<file path="src/rtl/cpu16_pkg.sv">
// Shared definitions for the 16-bit datapath: opcode constants, instruction
// field positions and fetch sequencer state encoding.
package cpu16_pkg;

    localparam logic [3:0] OP_LI   = 4'h8;
    localparam logic [3:0] OP_ADDI = 4'h9;
    localparam logic [3:0] OP_ANDI = 4'hA;
    localparam logic [3:0] OP_ORI  = 4'hB;

    localparam int unsigned OPC_MSB = 15;
    localparam int unsigned RD_MSB  = 11;
    localparam int unsigned IMM_MSB = 7;

    typedef enum logic [1:0] {
        IDLE  = 2'd0,
        WAIT  = 2'd1,
        VALID = 2'd2
    } fetch_state_t;

    function automatic logic is_imm_op(input logic [3:0] op);
        return (op == OP_LI) || (op == OP_ADDI) || (op == OP_ANDI) || (op == OP_ORI);
    endfunction

endpackage

</file>
<file path="src/rtl/fetch_timeout_ctr.sv">
// Wait-cycle counter for the fetch sequencer; tc flags the last permitted
// cycle without mem_ready.
module fetch_timeout_ctr #(
    parameter int unsigned TIMEOUT = 16,
    parameter int unsigned CNT_W   = 5
) (
    input  logic clk,
    input  logic reset_n,
    input  logic clear,
    input  logic enable,
    output logic tc
);

    logic [CNT_W-1:0] count;

    always_ff @(posedge clk) begin
        if (!reset_n) begin
            count <= '0;
        end else if (clear) begin
            count <= '0;
        end else if (enable) begin
            count <= count + CNT_W'(1);
        end
    end

    assign tc = (count == CNT_W'(TIMEOUT - 1));

endmodule

</file>
<file path="src/rtl/instr_fetch_reg.sv">
// Instruction fetch sequencer and instruction register; splits the captured
// word into opcode/rd/imm8 and holds it under a valid/stall handshake.
module instr_fetch_reg
    import cpu16_pkg::*;
#(
    parameter int unsigned TIMEOUT = 16,
    parameter int unsigned CNT_W   = 5
) (
    input  logic        clk,
    input  logic        reset_n,
    input  logic        fetch_start,
    input  logic [15:0] pc_in,
    input  logic [15:0] mem_rdata,
    input  logic        mem_ready,
    input  logic        stall,
    output logic        mem_req,
    output logic [15:0] mem_addr,
    output logic [15:0] instr_out,
    output logic [3:0]  opcode,
    output logic [3:0]  rd,
    output logic [7:0]  imm8,
    output logic        imm_used,
    output logic        instr_valid,
    output logic        busy,
    output logic        fetch_fault
);

    fetch_state_t state, state_nxt;
    logic [15:0]  ir, ir_nxt;
    logic [15:0]  addr, addr_nxt;
    logic         fault_nxt;
    logic         ctr_clear, ctr_en, ctr_tc;

    fetch_timeout_ctr #(
        .TIMEOUT(TIMEOUT),
        .CNT_W  (CNT_W)
    ) u_ctr (
        .clk    (clk),
        .reset_n(reset_n),
        .clear  (ctr_clear),
        .enable (ctr_en),
        .tc     (ctr_tc)
    );

    always_comb begin
        state_nxt = state;
        ir_nxt    = ir;
        addr_nxt  = addr;
        fault_nxt = 1'b0;
        ctr_clear = 1'b0;
        ctr_en    = 1'b0;
        case (state)
            IDLE: begin
                if (fetch_start) begin
                    addr_nxt  = pc_in;
                    ctr_clear = 1'b1;
                    state_nxt = WAIT;
                end
            end
            WAIT: begin
                // a response on the terminal-count cycle still wins over the fault
                if (mem_ready) begin
                    ir_nxt    = mem_rdata;
                    state_nxt = VALID;
                end else if (ctr_tc) begin
                    fault_nxt = 1'b1;
                    state_nxt = IDLE;
                end else begin
                    ctr_en = 1'b1;
                end
            end
            VALID: begin
                if (!stall) begin
                    if (fetch_start) begin
                        addr_nxt  = pc_in;
                        ctr_clear = 1'b1;
                        state_nxt = WAIT;
                    end else begin
                        state_nxt = IDLE;
                    end
                end
            end
            default: state_nxt = IDLE;
        endcase
    end

    always_ff @(posedge clk) begin
        if (!reset_n) begin
            state       <= IDLE;
            ir          <= '0;
            addr        <= '0;
            fetch_fault <= 1'b0;
        end else begin
            state       <= state_nxt;
            ir          <= ir_nxt;
            addr        <= addr_nxt;
            fetch_fault <= fault_nxt;
        end
    end

    assign mem_req     = (state == WAIT);
    assign instr_valid = (state == VALID);
    assign busy        = (state != IDLE);
    assign mem_addr    = addr;
    assign instr_out   = ir;
    assign opcode      = ir[OPC_MSB -: 4];
    assign rd          = ir[RD_MSB -: 4];
    assign imm8        = ir[IMM_MSB:0];
    assign imm_used    = instr_valid && is_imm_op(opcode);

endmodule

</file>
<file path="config.mk">
export PLATFORM = sky130hd
export DESIGN_NAME = instr_fetch_reg
export DESIGN_NICKNAME = d
export VERILOG_FILES = /design/src/rtl/cpu16_pkg.sv /design/src/rtl/fetch_timeout_ctr.sv /design/src/rtl/instr_fetch_reg.sv
export SDC_FILE = /design/constraint.sdc
export NUM_CORES = 1
export LEC_CHECK = 0
export ABC_CLOCK_PERIOD_IN_PS = 2300
export CAP_MARGIN = 5
export CORE_AREA = 3 3 84 62
export DETAILED_ROUTE_END_ITERATION = 12
export DIE_AREA = 0 0 87 65
export GPL_ROUTABILITY_DRIVEN = 0
export PLACE_DENSITY = 0.78
export SETUP_SLACK_MARGIN = 0.3
export SLEW_MARGIN = 20
export SYNTH_ARGS = -nofsm -noshare
export SYNTH_HDL_FRONTEND = slang
export SYNTH_SLANG_ARGS = --single-unit
</file>
<file path="constraint.sdc">
create_clock -name clk -period 2.3 [get_ports clk]
set_input_delay 0.46 -clock clk [delete_from_list [all_inputs] [get_ports clk]]
set_output_delay 0.46 -clock clk [all_outputs]
set_load 0.005 [all_outputs]
</file>
==> reports/qor.csv, run 1 <==
stage,metric,value,unit
worst_setup_path,CP Data Required Time,2.51,ns
cts,clock-pin transition on the worst setup and hold timing paths,0.07,ns
cts,Clock Tree Root,clkbuf_8,
timing,Tcrit/Tclk final,84.3,%
worst_setup_path,Crit Path Category,reg2reg,
worst_setup_path,crit path to,u_ctr.count[3],
run,max cap viols,0,
place,post-place setup slack,0.209,ns
timing,fmax,516,MHz
synthesis,"FF+latch count, synth",40,
cts,H-tree levels,2,
timing,Setup-failing EPs final,0,
hold_path,Hold Path Class,reg2reg,
cts,Sink Count,40,
floorplan,num ports,90,
worst_setup_path,highest net fanout along the worst path,4,
final_layout,most frequent cells in the layout,"89 x clkdlybuf4s50_1, 36 x dfxtp_1, 35 x nand2_1, 30 x a21boi_0, 20 x o21ai_0",
timing,Clock Skew,0.00508,ns
drt,WL per Instance,13.5,um
power_and_ir_drop,maximum vdd drop,0.357,mV
worst_setup_path,CP Launch Type,flop,
worst_setup_path,Reg-to-Reg End,u_ctr.count[3],
drt,Vias/cell,4.76,
drt,Remaining DRCs,0,
cts,"Clk Latency, worst-skew pair",0.28,ns
worst_setup_path,reg2reg path depth,6,
worst_setup_path,WP data arrival,2.15,ns
synthesis,Synth cell types,26,
final_layout,Area growth syn-to-layout,57.9,%
power_and_ir_drop,P per Cell Area,539,nW/um^2
synthesis,register area share after synthesis,46.2,%
drt,antenna-violating nets left,0,
synthesis,syn nets,241,
place,HPWL after detailed placement,3.27,mm
timing,Rel. slew slack,62.3,%
worst_setup_path,critical path startpoint,u_ctr.count[0],
drt,drt initial violations,34,
final_layout,"commonest non-fill, non-tap cell in the layout",clkdlybuf4s50_1,
drt,Pre-Repair DR Iteration Count,4,
synthesis,Gate Count Post-Synth,202,
timing,setup TNS,0,ns
floorplan,row count,20,
synthesis,largest area contributor in the netlist,dfxtp_1,
final_layout,share of layout cells above drive strength 1,8.90,%
global_route,largest net degree at the start of global routing,26,
drt,DR vias,1599,
floorplan,core area,4380,um^2
global_route,grt ovf,0,
synthesis,"EDFF count, synth",0,
synthesis,Post-synth top flop,dfxtp_1,
timing,unrepaired setup endpoints after global routing,false,
final_layout,n_diodes,0,
timing,Final Hold Vio Count,0,
timing,final worst path period need,1.94,ns
synthesis,Synthesis Warnings,0,
floorplan,DIE WIDTH,87,um
global_route,gr usage total,16.5,%
synthesis,post-synth top area share,46.2,%
final_layout,Layout Nets,319,
worst_setup_path,Critical Path Sink Type,flop,
drt,drt total wl,4.52,mm
global_route,number of global-route vias before repair,1562,
cts,CTS Buffer Depth,2,
cts,CTS tree,done,
synthesis,ys async rst share,0,%
cts,clock buffer count from CTS,5,
timing,pin slew with the least headroom to its limit,0.560,ns
floorplan,die area,5660,um^2
timing,Final WS setup,0.360,ns
global_route,first-pass GRT wire length,7.29,mm
global_route,initial antenna violation count,0,
floorplan,chip height,65,um
floorplan,initial core utilization,39.5,%
worst_setup_path,Reg2Reg Launch Point,u_ctr.count[0],
timing,Max Slew Vio Count,0,
run_status,outcome,"complete, no violations",
place,Port Buffers,89,
worst_setup_path,r2r setup slk,0.36,ns
synthesis,ranking of synthesized cells by area,"dfxtp_1 46%, a21boi_0 13%, nand2_1 7.6%",
synthesis,Post-Synthesis Cell Area,1730,um^2
power_and_ir_drop,LEAKAGE,0.000973,uW
synthesis,Syn Area/Cell,8.57,um^2
-- final cells by class --
class	instances	area [um^2]
Timing Repair Buffer	100	998
Tap cell	55	68.8
Inverter	2	7.51
Clock buffer	8	90.1
Fill cell	373	1640
Sequential cell	40	808
Multi-Input combinational cell	131	762
-- sequential cells by signal (all words and copies together), names as in the netlist --
name and count:
fetch_fault 1, instr_out 16, mem_addr 16, state 2, u_ctr.count 5
-- worst min path at each step --
stage / endpoint / from / cells after the start
3_3_place_gp: instr_out[3] / instr_out[3] / 2
5_1_grt: u_ctr.count[1] / u_ctr.count[1] / 2
2_1_floorplan: u_ctr.count[1] / u_ctr.count[1] / 2
3_5_place_dp: instr_out[3] / instr_out[3] / 2
4_1_cts: instr_out[3] / instr_out[3] / 2
6_report: u_ctr.count[1] / u_ctr.count[1] / 2
-- per-stage QoR --
stage / cell area, um^2 / hold WS [ns] / cells / utilization (%) / power [uW]
global route: 2740 / 0.495 / 336 / 62.5 / 1550
finish: 2740 / 0.468 / 336 / 62.5 / 1470
CTS: 2710 / 0.475 / 334 / 61.9 / 1490
detailed placement: 2600 / 0.464 / 324 / 59.3 / 1020
floorplan: 1730 / 0.454 / 202 / - / 853
global placement: 2600 / 0.458 / 324 / 59.3 / 1010
-- metal layers --
metal / up-vias / wire (um) / track usage (%)
met5: - / 0 / 0
met4: 0 / 34 / 4.28
met3: 7 / 465 / 8.26
met2: 60 / 2050 / 26.1
met1: 710 / 1980 / 19.8
li1: 822 / - / -
-- report_power, final --
group | switching (uW) | leakage, uW | total [uW] | internal, uW
combinational | 91.6 | 0.000599 | 262 | 171
clock | 223 | 0.0000455 | 467 | 245
sequential | 20.5 | 0.000328 | 744 | 724
total | 335 | 0.000973 | 1470 | 1140
-- cell families after synthesis --
| logic type | Yosys count | synth area share [%] |
|---|---|---|
| XOR/XNOR | 1 | 0.506 |
| adder cells (fa/ha/maj) | 2 | 1.44 |
| AND/OR/NAND/NOR | 71 | 20.2 |
| AO/OA/AOI/OAI | 57 | 21.2 |
| flip-flops | 40 | 46.2 |
| buffers and inverters | 31 | 10.3 |
-- critical path, cell delays in order (launching register included) --
cell and delay, ns:
dfxtp_2 0.32, ha_1 0.20, and3_1 0.19, ha_2 0.19, or4b_4 0.50, or3_1 0.35, a21oi_1 0.12
-- synthesized netlist by cell type (2+ instances only) --
| library cell | number |
|---|---|
| inv_1 | 2 |
| or3_1 | 2 |
| a21boi_1 | 2 |
| and3b_1 | 2 |
| o21ai_0 | 21 |
| buf_4 | 16 |
| a21oi_1 | 3 |
| nor2b_1 | 3 |
| a21boi_0 | 30 |
| nand3_1 | 17 |
| and2_1 | 3 |
| clkbuf_1 | 11 |
| nand2_1 | 35 |
| buf_2 | 2 |
| ha_1 | 2 |
| nor2_1 | 2 |
| dfxtp_1 | 40 |
-- what timing repair did --
action	CTS	global route
setup endpoints to repair	2	4
hold buffers	0	0
setup buffers	2	2
pin swaps	2	2
gates resized for setup	4	5
(Power assumes the default switching activity.)
==> inputs of run 2 (changes only) <==
Settings changed: ABC_CLOCK_PERIOD_IN_PS 2300 to 1700, CORE_AREA 3 3 84 62 to 3 3 89 65, DIE_AREA 0 0 87 65 to 0 0 92 68, PLACE_DENSITY 0.78 to 0.74.
Clock period 2.3 ns to 1.7 ns, I/O delays scaled along.
==> run 2 against run 1 <==
The flow now finishes with violations (setup timing). Power is 32% higher. Flip-flop and latch count stayed put. Die area is 11% higher. Clock-buffer cell count is 2 lower. Clock skew is 0.0016 ns higher. Register-to-register slack worse by 0.58 ns. Non-clock buffer count is 16 higher. Worst setup slack worse by 0.58 ns. Critical endpoint is now u_ctr.count[2].
==> reports/qor.csv, run 2 (synthesis gave the netlist of run 1 again) <==
stage,metric,value,unit,change
worst_setup_path,highest net fanout along the worst path,4,,unchanged
worst_setup_path,Reg2Reg Launch Point,u_ctr.count[1],,was u_ctr.count[0]
drt,drt total wl,4.77,mm,was 4.52 mm
cts,CTS tree,done,,unchanged
global_route,GRT met2 Usage,23.8,%,was 26.1%
worst_setup_path,Critical Path Sink Type,flop,,unchanged
timing,Clock Skew,0.00670,ns,was 0.00508 ns
worst_setup_path,Crit Path Category,reg2reg,,unchanged
place,post-place setup slack,-0.169,ns,was 0.209 ns
timing,Final WS setup,-0.218,ns,was 0.360 ns
worst_setup_path,r2r setup slk,-0.22,ns,was 0.36 ns
global_route,grt ovf,0,,unchanged
global_route,layer with the highest usage,met2,,unchanged
final_layout,share of layout cells above drive strength 1,24.7,%,was 8.90%
final_layout,Post-Layout Cell Count,365,,was 336
floorplan,core area,4890,um^2,was 4380 um^2
global_route,number of global-route vias before repair,1602,,was 1562
place,HPWL after detailed placement,3.47,mm,was 3.27 mm
cts,CTS Buffer Depth,2,,unchanged
final_layout,Area growth syn-to-layout,69.3,%,was 57.9%
cts,Clock Tree Root,clkbuf_8,,unchanged
hold_path,Hold EP,instr_out[2],,was u_ctr.count[1]
power_and_ir_drop,logic gate share of total power,18.4,%,was 17.8%
power_and_ir_drop,LEAKAGE,0.00131,uW,was 0.000973 uW
cts,Sink Count,40,,unchanged
global_route,gr usage total,15.2,%,was 16.5%
power_and_ir_drop,P per Cell Area,665,nW/um^2,was 539 nW/um^2
timing,final worst path period need,1.92,ns,was 1.94 ns
global_route,largest net degree at the start of global routing,19,,was 26
drt,Remaining DRCs,0,,unchanged
drt,drt initial violations,30,,was 34
drt,Pre-Repair DR Iteration Count,4,,unchanged
timing,Max Slew Vio Count,0,,unchanged
timing,unrepaired setup endpoints after global routing,true,,was false
floorplan,chip height,68,um,was 65 um
hold_path,Hold Path Class,reg2reg,,unchanged
place,Port Buffers,89,,unchanged
final_layout,Final Util,60.0,%,was 62.5%
global_route,GR Util met3,6.59,%,was 8.26%
run_status,outcome,finished with violations,,"was complete, no violations"
power_and_ir_drop,maximum vdd drop,0.374,mV,was 0.357 mV
cts,"Clk Latency, worst-skew pair",0.28,ns,about the same
global_route,first-pass GRT wire length,7.55,mm,was 7.29 mm
final_layout,Fillers,474,,was 373
floorplan,initial core utilization,35.4,%,was 39.5%
floorplan,num ports,90,,unchanged
worst_setup_path,reg2reg path depth,6,,unchanged
final_layout,"commonest non-fill, non-tap cell in the layout",dlygate4sd2_1,,was clkdlybuf4s50_1
worst_setup_path,WP data arrival,2.14,ns,was 2.15 ns
run_status,failing checks,setup timing,,
cts,clock-pin transition on the worst setup and hold timing paths,0.07,ns,about the same
timing,Tcrit/Tclk final,113,%,was 84.3%
timing,Rel. slew slack,81.5,%,was 62.3%
worst_setup_path,Reg-to-Reg End,u_ctr.count[2],,was u_ctr.count[3]
drt,DR vias,1704,,was 1599
hold_path,Worst Min Path Start,instr_out[2],,was u_ctr.count[1]
global_route,initial antenna violation count,0,,unchanged
power_and_ir_drop,switching share of power,23.9,%,was 22.7%
floorplan,DIE WIDTH,92,um,was 87 um
cts,clock buffer count from CTS,5,,unchanged
timing,fmax,521,MHz,was 516 MHz
floorplan,row count,21,,was 20
cts,H-tree levels,2,,unchanged
final_layout,most frequent cells in the layout,"49 x dlygate4sd2_1, 35 x nand2_1, 35 x clkdlybuf4s50_1, 26 x a21boi_0, 20 x dfxtp_2",,"was 89 x clkdlybuf4s50_1, 36 x dfxtp_1, 35 x nand2_1, 30 x a21boi_0, 20 x o21ai_0"
place,post-placement cell count,351,,was 324
timing,pin slew with the least headroom to its limit,0.275,ns,was 0.560 ns
run,max cap viols,0,,unchanged
hold_path,worst hold stages,2,,unchanged
drt,antenna-violating nets left,0,,unchanged
global_route,grt met1 use,19.5,%,was 19.8%
worst_setup_path,CP Data Required Time,1.92,ns,was 2.51 ns
timing,Setup-failing EPs final,6,,was 0
power_and_ir_drop,Clock Power Share,29.9,%,was 31.7%
final_layout,n_diodes,0,,unchanged
final_layout,Layout Nets,335,,was 319
drt,WL per Instance,13.1,um,was 13.5 um
worst_setup_path,CP Launch Type,flop,,unchanged
final_layout,Post-Layout Inst Area,2930,um^2,was 2740 um^2
power_and_ir_drop,Pint,1480,uW,was 1140 uW
drt,Vias/cell,4.67,,was 4.76
floorplan,die area,6260,um^2,was 5660 um^2
power_and_ir_drop,sequential share of power,51.7,%,was 50.5%
power_and_ir_drop,sw power,466,uW,was 335 uW
timing,Final Hold Vio Count,0,,unchanged
place,placed cell areas,2750,um^2,was 2600 um^2
## run 2: changes by cell type in the layout (fill, tap and decap cells not counted), sizes merged
cell / previous run / this run
buf: 11 / 31
dlygate4sd2: 0 / 49
clkbuf: 8 / 6
clkdlybuf4s50: 89 / 35
dlymetal6s2s: 0 / 1
clkinv: 0 / 1
## run 2: area by class of cell
type                       instances  area [um^2]  share of cell area [%]
clock inverter                     1         5.00                   0.171
sequential                        40          830                    28.3
clock buffer                       6         72.6                    2.48
tap                               69         86.3                    2.94
multi-input combinational        131          842                    28.7
timing repair buffer             116         1090                    37.1
inverter                           2         7.51                   0.256
## run 2: power groups by stage
stage	clock, uW	combinational [uW]	sequential [uW]
after floorplan	0	129	1030
after global placement	0	365	1030
after detailed placement	0	369	1030
after CTS	607	353	1010
after global routing	641	395	1010
final	584	359	1010
## run 2: timing repair
action                     in CTS  in global routing
hold buffers                    0                  0
resized for setup             100                 16
setup buffers                   4                  3
pin swaps                       3                  4
setup endpoints to repair      59                 21
## run 2: worst max-delay path by stage
stage | startpoint | end | slack, ns
detailed placement | u_ctr.count[1] | u_ctr.count[2] | -0.17
finish | u_ctr.count[1] | u_ctr.count[2] | -0.22
CTS | u_ctr.count[1] | u_ctr.count[2] | -0.19
global route | u_ctr.count[1] | u_ctr.count[2] | -0.29
global placement | u_ctr.count[1] | u_ctr.count[2] | -0.15
floorplan | u_ctr.count[1] | u_ctr.count[2] | -0.16
## run 2: layer usage
layer  vias up  wire [um]
met1       783       2100
met3         2        450
met4         0         19
li1        862          -
met2        57       2200
met5         -          0
## run 2: per-stage QoR
step,power [uW],hold WS [ns],setup TNS (ns)
final,1950,0.454,-0.723
after global routing,2050,0.482,-1.13
after CTS,1970,0.460,-0.574
after detailed placement,1400,0.462,-0.475
after global placement,1390,0.458,-0.281
after floorplan,1160,0.447,-0.275
## run 2: critical path, cell delays in order (launching register included)
cell,delay [ns]
dfxtp_2,0.34
ha_4,0.15
and3_4,0.18
ha_4,0.15
or4b_4,0.54
or3_1,0.38
a21oi_2,0.12
==> inputs of run 3 (changes only) <==
Settings changed: CAP_MARGIN 5 to default.
==> results of run 3 <==
No change in the layout: final DEF, timing and power equal those of run 2.
